**src/rtl/vxe_txnid_tracker_if.sv**
```systemverilog
// vxe_txnid_tracker_if: bundles the request, transaction, response and status
// signals of the transaction-Id tracker.
//   slave  modport : the tracker itself (drives the o_* signals)
//   master modport : the client/memory side (drives the i_* signals)
// Parameters must match those of the tracker instance the interface connects to.
interface vxe_txnid_tracker_if #(
    parameter int unsigned CLIENT_W  = 2,
    parameter int unsigned THREAD_W  = 3,
    parameter int unsigned ARG_W     = 1,
    parameter int unsigned MAX_OUTST = 16
);
    localparam int unsigned TXNID_W = CLIENT_W + THREAD_W + ARG_W;
    localparam int unsigned CNT_W   = $clog2(MAX_OUTST + 1);

    // Request side
    logic                i_req_valid;
    logic                o_req_ready;
    logic [CLIENT_W-1:0] i_client_id;
    logic [THREAD_W-1:0] i_thread_id;
    logic [ARG_W-1:0]    i_argument;
    // Encoded transaction towards memory
    logic                o_txn_valid;
    logic                i_txn_ready;
    logic [TXNID_W-1:0]  o_txnid;
    // Response side (no backpressure)
    logic                i_rsp_valid;
    logic [TXNID_W-1:0]  i_rsp_txnid;
    logic                o_rsp_valid;
    logic [CLIENT_W-1:0] o_rsp_client_id;
    logic [THREAD_W-1:0] o_rsp_thread_id;
    logic [ARG_W-1:0]    o_rsp_argument;
    logic                o_rsp_err;
    // Status
    logic [CNT_W-1:0]    o_outstanding;
    logic                o_busy;

    modport slave (
        input  i_req_valid, i_client_id, i_thread_id, i_argument, i_txn_ready,
        input  i_rsp_valid, i_rsp_txnid,
        output o_req_ready, o_txn_valid, o_txnid,
        output o_rsp_valid, o_rsp_client_id, o_rsp_thread_id, o_rsp_argument, o_rsp_err,
        output o_outstanding, o_busy
    );

    modport master (
        output i_req_valid, i_client_id, i_thread_id, i_argument, i_txn_ready,
        output i_rsp_valid, i_rsp_txnid,
        input  o_req_ready, o_txn_valid, o_txnid,
        input  o_rsp_valid, o_rsp_client_id, o_rsp_thread_id, o_rsp_argument, o_rsp_err,
        input  o_outstanding, o_busy
    );
endinterface

```
**src/rtl/vxe_txnid_tracker.sv**
```systemverilog
// vxe_txnid_tracker: packs {client, thread, argument} into a transaction Id,
// tracks outstanding Ids in a pending bitmap, blocks duplicate Ids and caps the
// number of outstanding transactions; decodes returning response Ids and flags
// responses whose Id is not pending.
//   clk, rst : clock and synchronous active-high reset
//   bus      : slave modport of vxe_txnid_tracker_if (request, txn, response, status)
module vxe_txnid_tracker #(
    parameter int unsigned CLIENT_W  = 2,
    parameter int unsigned THREAD_W  = 3,
    parameter int unsigned ARG_W     = 1,
    parameter int unsigned MAX_OUTST = 16
) (
    input logic                  clk,
    input logic                  rst,
    vxe_txnid_tracker_if.slave   bus
);
    localparam int unsigned TXNID_W = CLIENT_W + THREAD_W + ARG_W;
    localparam int unsigned CNT_W   = $clog2(MAX_OUTST + 1);
    localparam int unsigned NUM_IDS = 2 ** TXNID_W;

    logic [NUM_IDS-1:0]  pending_q, pending_d;
    logic [CNT_W-1:0]    outst_q, outst_d;
    logic                txn_valid_q, txn_valid_d;
    logic [TXNID_W-1:0]  txnid_q, txnid_d;
    logic                rsp_valid_q, rsp_valid_d;
    logic [CLIENT_W-1:0] rsp_client_q, rsp_client_d;
    logic [THREAD_W-1:0] rsp_thread_q, rsp_thread_d;
    logic [ARG_W-1:0]    rsp_arg_q, rsp_arg_d;
    logic                rsp_err_q, rsp_err_d;

    logic [TXNID_W-1:0]  req_id;
    logic                can_load;
    logic                req_ready;
    logic                accept;
    logic                rsp_hit;
    logic                retire;

    always_comb begin
        req_id    = {bus.i_client_id, bus.i_thread_id, bus.i_argument};
        can_load  = !txn_valid_q || bus.i_txn_ready;
        req_ready = can_load && !pending_q[req_id] && (outst_q < CNT_W'(MAX_OUTST));
        accept    = bus.i_req_valid && req_ready;
        // Looked up in the pre-cycle bitmap, so a response for an Id accepted in
        // this same cycle is a stray.
        rsp_hit   = pending_q[bus.i_rsp_txnid];
        retire    = bus.i_rsp_valid && rsp_hit;

        pending_d = pending_q;
        if (retire) pending_d[bus.i_rsp_txnid] = 1'b0;
        if (accept) pending_d[req_id] = 1'b1;

        outst_d = outst_q;
        if (accept && !retire) begin
            outst_d = outst_q + CNT_W'(1);
        end else if (retire && !accept) begin
            outst_d = outst_q - CNT_W'(1);
        end

        txn_valid_d = txn_valid_q;
        txnid_d     = txnid_q;
        if (accept) begin
            txn_valid_d = 1'b1;
            txnid_d     = req_id;
        end else if (bus.i_txn_ready) begin
            txn_valid_d = 1'b0;
        end

        rsp_valid_d  = bus.i_rsp_valid;
        rsp_err_d    = bus.i_rsp_valid && !rsp_hit;
        rsp_client_d = rsp_client_q;
        rsp_thread_d = rsp_thread_q;
        rsp_arg_d    = rsp_arg_q;
        if (bus.i_rsp_valid) begin
            {rsp_client_d, rsp_thread_d, rsp_arg_d} = bus.i_rsp_txnid;
        end
    end

    always_ff @(posedge clk) begin
        if (rst) begin
            pending_q    <= '0;
            outst_q      <= '0;
            txn_valid_q  <= 1'b0;
            txnid_q      <= '0;
            rsp_valid_q  <= 1'b0;
            rsp_client_q <= '0;
            rsp_thread_q <= '0;
            rsp_arg_q    <= '0;
            rsp_err_q    <= 1'b0;
        end else begin
            pending_q    <= pending_d;
            outst_q      <= outst_d;
            txn_valid_q  <= txn_valid_d;
            txnid_q      <= txnid_d;
            rsp_valid_q  <= rsp_valid_d;
            rsp_client_q <= rsp_client_d;
            rsp_thread_q <= rsp_thread_d;
            rsp_arg_q    <= rsp_arg_d;
            rsp_err_q    <= rsp_err_d;
        end
    end

    assign bus.o_req_ready     = req_ready;
    assign bus.o_txn_valid     = txn_valid_q;
    assign bus.o_txnid         = txnid_q;
    assign bus.o_rsp_valid     = rsp_valid_q;
    assign bus.o_rsp_client_id = rsp_client_q;
    assign bus.o_rsp_thread_id = rsp_thread_q;
    assign bus.o_rsp_argument  = rsp_arg_q;
    assign bus.o_rsp_err       = rsp_err_q;
    assign bus.o_outstanding   = outst_q;
    assign bus.o_busy          = (outst_q != '0) || txn_valid_q;
endmodule
```
**src/flat_wrapper.sv**
```systemverilog
// flat-port wrapper written by rule: the top's interface ports become plain ports
module vxe_txnid_tracker_flat 
#(
    parameter int unsigned CLIENT_W  = 2,
    parameter int unsigned THREAD_W  = 3,
    parameter int unsigned ARG_W     = 1,
    parameter int unsigned MAX_OUTST = 16
)
  (clk, rst, bus_i_req_valid, bus_i_client_id, bus_i_thread_id, bus_i_argument, bus_i_txn_ready, bus_i_rsp_valid, bus_i_rsp_txnid, bus_o_req_ready, bus_o_txn_valid, bus_o_txnid, bus_o_rsp_valid, bus_o_rsp_client_id, bus_o_rsp_thread_id, bus_o_rsp_argument, bus_o_rsp_err, bus_o_outstanding, bus_o_busy);
  vxe_txnid_tracker_if #(.CLIENT_W(CLIENT_W), .THREAD_W(THREAD_W), .ARG_W(ARG_W), .MAX_OUTST(MAX_OUTST)) bus_i ();
  input logic clk;
  input logic rst;
  input wire logic [$bits(bus_i.i_req_valid)-1:0] bus_i_req_valid;
  input wire logic [$bits(bus_i.i_client_id)-1:0] bus_i_client_id;
  input wire logic [$bits(bus_i.i_thread_id)-1:0] bus_i_thread_id;
  input wire logic [$bits(bus_i.i_argument)-1:0] bus_i_argument;
  input wire logic [$bits(bus_i.i_txn_ready)-1:0] bus_i_txn_ready;
  input wire logic [$bits(bus_i.i_rsp_valid)-1:0] bus_i_rsp_valid;
  input wire logic [$bits(bus_i.i_rsp_txnid)-1:0] bus_i_rsp_txnid;
  output wire logic [$bits(bus_i.o_req_ready)-1:0] bus_o_req_ready;
  output wire logic [$bits(bus_i.o_txn_valid)-1:0] bus_o_txn_valid;
  output wire logic [$bits(bus_i.o_txnid)-1:0] bus_o_txnid;
  output wire logic [$bits(bus_i.o_rsp_valid)-1:0] bus_o_rsp_valid;
  output wire logic [$bits(bus_i.o_rsp_client_id)-1:0] bus_o_rsp_client_id;
  output wire logic [$bits(bus_i.o_rsp_thread_id)-1:0] bus_o_rsp_thread_id;
  output wire logic [$bits(bus_i.o_rsp_argument)-1:0] bus_o_rsp_argument;
  output wire logic [$bits(bus_i.o_rsp_err)-1:0] bus_o_rsp_err;
  output wire logic [$bits(bus_i.o_outstanding)-1:0] bus_o_outstanding;
  output wire logic [$bits(bus_i.o_busy)-1:0] bus_o_busy;
  assign bus_i.i_req_valid = bus_i_req_valid;
  assign bus_i.i_client_id = bus_i_client_id;
  assign bus_i.i_thread_id = bus_i_thread_id;
  assign bus_i.i_argument = bus_i_argument;
  assign bus_i.i_txn_ready = bus_i_txn_ready;
  assign bus_i.i_rsp_valid = bus_i_rsp_valid;
  assign bus_i.i_rsp_txnid = bus_i_rsp_txnid;
  assign bus_o_req_ready = bus_i.o_req_ready;
  assign bus_o_txn_valid = bus_i.o_txn_valid;
  assign bus_o_txnid = bus_i.o_txnid;
  assign bus_o_rsp_valid = bus_i.o_rsp_valid;
  assign bus_o_rsp_client_id = bus_i.o_rsp_client_id;
  assign bus_o_rsp_thread_id = bus_i.o_rsp_thread_id;
  assign bus_o_rsp_argument = bus_i.o_rsp_argument;
  assign bus_o_rsp_err = bus_i.o_rsp_err;
  assign bus_o_outstanding = bus_i.o_outstanding;
  assign bus_o_busy = bus_i.o_busy;
  vxe_txnid_tracker #(.CLIENT_W(CLIENT_W), .THREAD_W(THREAD_W), .ARG_W(ARG_W), .MAX_OUTST(MAX_OUTST)) u_core (.clk(clk), .rst(rst), .bus(bus_i));
endmodule
```
**config.mk**
```make
export PLATFORM = sky130hd
export DESIGN_NAME = vxe_txnid_tracker_flat
export DESIGN_NICKNAME = d
export VERILOG_FILES = /design/src/rtl/vxe_txnid_tracker_if.sv /design/src/rtl/vxe_txnid_tracker.sv /design/src/flat_wrapper.sv
export SDC_FILE = /design/constraint.sdc
export NUM_CORES = 1
export LEC_CHECK = 0
export ABC_CLOCK_PERIOD_IN_PS = 6520
export BUFFER_PORTS_ARGS = -buffer_cell sky130_fd_sc_hd__buf_2
export CORE_ASPECT_RATIO = 2
export CORE_MARGIN = 1
export CORE_UTILIZATION = 42
export DETAILED_ROUTE_END_ITERATION = 10
export SETUP_SLACK_MARGIN = 0.5
export SLEW_MARGIN = 25
export SYNTH_ARGS = -nofsm -noshare
export SYNTH_HDL_FRONTEND = slang
export SYNTH_SLANG_ARGS = --single-unit
```
**constraint.sdc**
```tcl
create_clock -name clk -period 6.52 [get_ports clk]
set_input_delay 0.978 -clock clk [delete_from_list [all_inputs] [get_ports clk]]
set_output_delay 0.978 -clock clk [all_outputs]
set_load 0.02 [all_outputs]
```
==> results.yml <==
outcome:
  outcome: "finished clean"
worst_setup_path:
  crit_start: "bus_i_thread_id[0]"
  crit_cells: 15
  crit_chain: "buf_2, mux2_2, a31o_2, a211oi_1, o22ai_1, nor4_4, buf_4, ha_1, inv_1, fa_1, a21o_1, a21oi_1, xnor2_1, or3_1, a21oi_1"
  ff2ff_setup_slack_ns: 2.82
  cp.required_ns: 6.79
  critical_path_arrival_ns: 4.80
  worstPathMaxFanout: 21
  critical-path-max-stage-delay_ns: 0.42
  worstSetupPathType: "in2reg"
  r2r-end: "u_core.bus.o_outstanding[4]"
  reg2reg_from: "u_core.pending_q[35]"
  crit_end: "u_core.bus.o_outstanding[4]"
  worst_path_max_delay_cell: "mux2_2"
  cp-start-kind: "primary input"
  cpMostUsedCell: "a21oi_1"
  crit_path_end_kind: "flip-flop"
  timing.critical_path.buf_inv: 3
  ff2ff_path_depth: 14
  critical-path-top-delay-family: "compound AO/OA/AOI/OAI gates"
die:
  die_w_um: 75.9
  io_pins: 39
  core_um2: 10500
  dieArea_um2: 11400
  row_count: 53
  initial_core_util: 0.435
  chipHeight_um: 150
yosys:
  synthFlopType: "dfxtp_1"
  synth-edff-count: 0
  yosysSeqAreaShare: 0.367
  synth_warnings: 0
  syn_nets: 509
  syn_inst: 487
  synth_area_leaders: "dfxtp_1, o311ai_0, mux2i_1"
  synth.avg_cell_area_um2: 9.42
  async_flop_share: 0
  ys_ff_latch: 84
  yosys.area.top_type_share: 0.367
  yosysUniqueCellTypes: 49
  yosys.area.top_type: "dfxtp_1"
  syn_area_um2: 4590
grt:
  antenna_found_initial: 0
  grt_overflow: 0
  grt_pass1_vias: 4228
  grt_max_degree: 69
  grt_use_total: 0.279
  grt_pass1_wl_um: 23900
clock_tree:
  cts_buffer_depth: 2
  cts_resized: 0
  cts_num_sinks: 84
  cts_tree: "done"
  cts_root_buf: "clkbuf_16"
  numCtsBuffers: 9
  postCtsSetupBuffers: 0
  clkSlewWorstSetupHoldPaths_ns: 0.06
  clk_latency_ns: 0.35
  hold_buffers: 0
  htreeDepth: 3
timing:
  holdWs_ns: 0.497
  finalCriticalPeriod_ns: 4.52
  min_period_over_period: 0.694
  final_max_slew_viol_count: 0
  rsz0062_at_grt: "false"
  fmax_mhz: 221
  slew_headroom: 0.439
  fin_setup_tns_ns: 0
  fin_skew_ns: 0.00911
  hold_viol: 0
  worst_slew_pin_slew_ns: 0.838
  finalSetupViolCount: 0
cells_and_area:
  layout-area-overhead-vs-synth_pct: 11.2
  fillCellCount: 1011
  fin_nets: 517
  layout.cells.non_filler: 637
  final_cell_mix: "dfxtp_1, o311ai_0, o21ai_0, mux2i_1, buf_2"
  drive_above_1_share: 0.172
  antennaDiodeCount: 0
  layout_commonest_cell: "dfxtp_1"
route:
  vias: 4344
  drt.antenna.violating_nets: 0
  drc: 0
  viasPerCell: 6.82
  firstDrtPassIters: 5
  wire_per_inst_um: 24.3
  drt_iter0_drc: 431
  wl_um: 15500
placed_design:
  dpl.hpwl_um: 10600
  dp_cells: 621
  portBuffers: 38
  routabilityCongestion: 0.934
pwr:
  powerDensity_nw_per_um2: 284
  peakVddDrop_uv: 339
  leakagePower_nw: 1.83
run:
  drv_cap: 0
worst_hold_path:
  hold_start: "u_core.bus.o_rsp_client_id[1]"
  min_path_type: "reg2reg"
-- cell type report --
cell class                 instances  area [µm²]  share of cell area
inverter                           4        15.0             0.00294
tap                              137         171              0.0336
clock buffer                      10         239              0.0469
multi-input combinational        353        2690               0.528
sequential                        84        1680               0.330
timing repair buffer              43         228              0.0447
clock inverter                     6        71.3              0.0140
-- per-stage QoR --
| stage | utilization | instance area [µm²] | total power [W] | setup WS (ns) |
|---|---|---|---|---|
| floorplan | - | 4590 | 0.000823 | 2.06 |
| global placement | 0.454 | 4790 | 0.000920 | 1.69 |
| detailed placement | 0.454 | 4790 | 0.000923 | 1.69 |
| CTS | 0.484 | 5100 | 0.00145 | 2.02 |
| global route | 0.484 | 5100 | 0.00150 | 1.74 |
| finish | 0.484 | 5100 | 0.00145 | 2.00 |
-- sequential cells by signal, summed over array words and instances, names as in the netlist --
signal                      count
u_core.bus.o_rsp_valid          1
u_core.bus.o_rsp_argument       1
u_core.bus.o_rsp_thread_id      3
u_core.bus.o_rsp_err            1
u_core.bus.o_txn_valid          1
u_core.bus.o_outstanding        5
u_core.bus.o_txnid              6
u_core.bus.o_rsp_client_id      2
u_core.pending_q               64
-- routing by layer --
| metal | vias up | track usage | wire [µm] |
|---|---|---|---|
| met5 | - | 0 | 0 |
| li1 | 1940 | - | - |
| met1 | 2134 | 0.297 | 5620 |
| met2 | 210 | 0.495 | 7940 |
| met4 | 0 | 0.210 | 1030 |
| met3 | 60 | 0.0421 | 871 |
-- kinds of logic (layout without fill, tap and decap cells) --
| group | after synthesis | in the layout | share of synthesized area |
|---|---|---|---|
| adder cells (fa/ha/maj) | 5 | 5 | 0.0153 |
| multiplexers | 63 | 63 | 0.175 |
| flip-flops | 84 | 84 | 0.367 |
| buffers and inverters | 50 | 63 | 0.0483 |
| AO/OA/AOI/OAI | 170 | 170 | 0.252 |
| XOR/XNOR | 4 | 4 | 0.00764 |
| AND/OR/NAND/NOR | 111 | 111 | 0.136 |
-- power by group --
group	switching [W]	internal (W)
logic	0.000221	0.000126
clock network	0.000222	0.000311
registers	0.0000276	0.000541
total	0.000470	0.000978
-- worst min-delay path by stage --
stage | cells past startpoint | endpoint | slack [ns]
after CTS | 2 | u_core.bus.o_rsp_client_id[0] | 0.50
after global placement | 2 | u_core.bus.o_rsp_thread_id[2] | 0.48
after detailed placement | 2 | u_core.bus.o_rsp_client_id[0] | 0.48
final | 2 | u_core.bus.o_rsp_client_id[1] | 0.50
after floorplan | 2 | u_core.pending_q[24] | 0.46
after global routing | 2 | u_core.bus.o_rsp_client_id[0] | 0.52
-- worst register-to-register path, delay by kind of cell (launching register included) --
kind / cells / cell delay (ns)
adder cells (fa/ha/maj): 2 / 0.64
multiplexers: 1 / 0.29
flip-flops: 1 / 0.33
XOR/XNOR: 1 / 0.10
AO/OA/AOI/OAI: 6 / 1.33
AND/OR/NAND/NOR: 2 / 0.54
buffers and inverters: 2 / 0.39
-- synthesized netlist by cell type (3+ instances only) --
master,n
nand3_1,23
o311ai_0,63
a22oi_1,5
nor2b_1,10
nand3b_1,5
buf_2,11
clkbuf_2,4
or3_1,4
or3b_2,3
nor2_1,26
o21ai_0,58
nand4_1,5
o211ai_1,4
a21oi_1,15
nand2b_1,6
buf_1,3
mux2_2,6
ha_1,4
nand2_1,17
mux2i_1,44
inv_1,4
clkbuf_1,25
a211oi_1,3
dfxtp_1,84
mux4_2,13
o21ai_1,9
(Power assumes the default switching activity.)
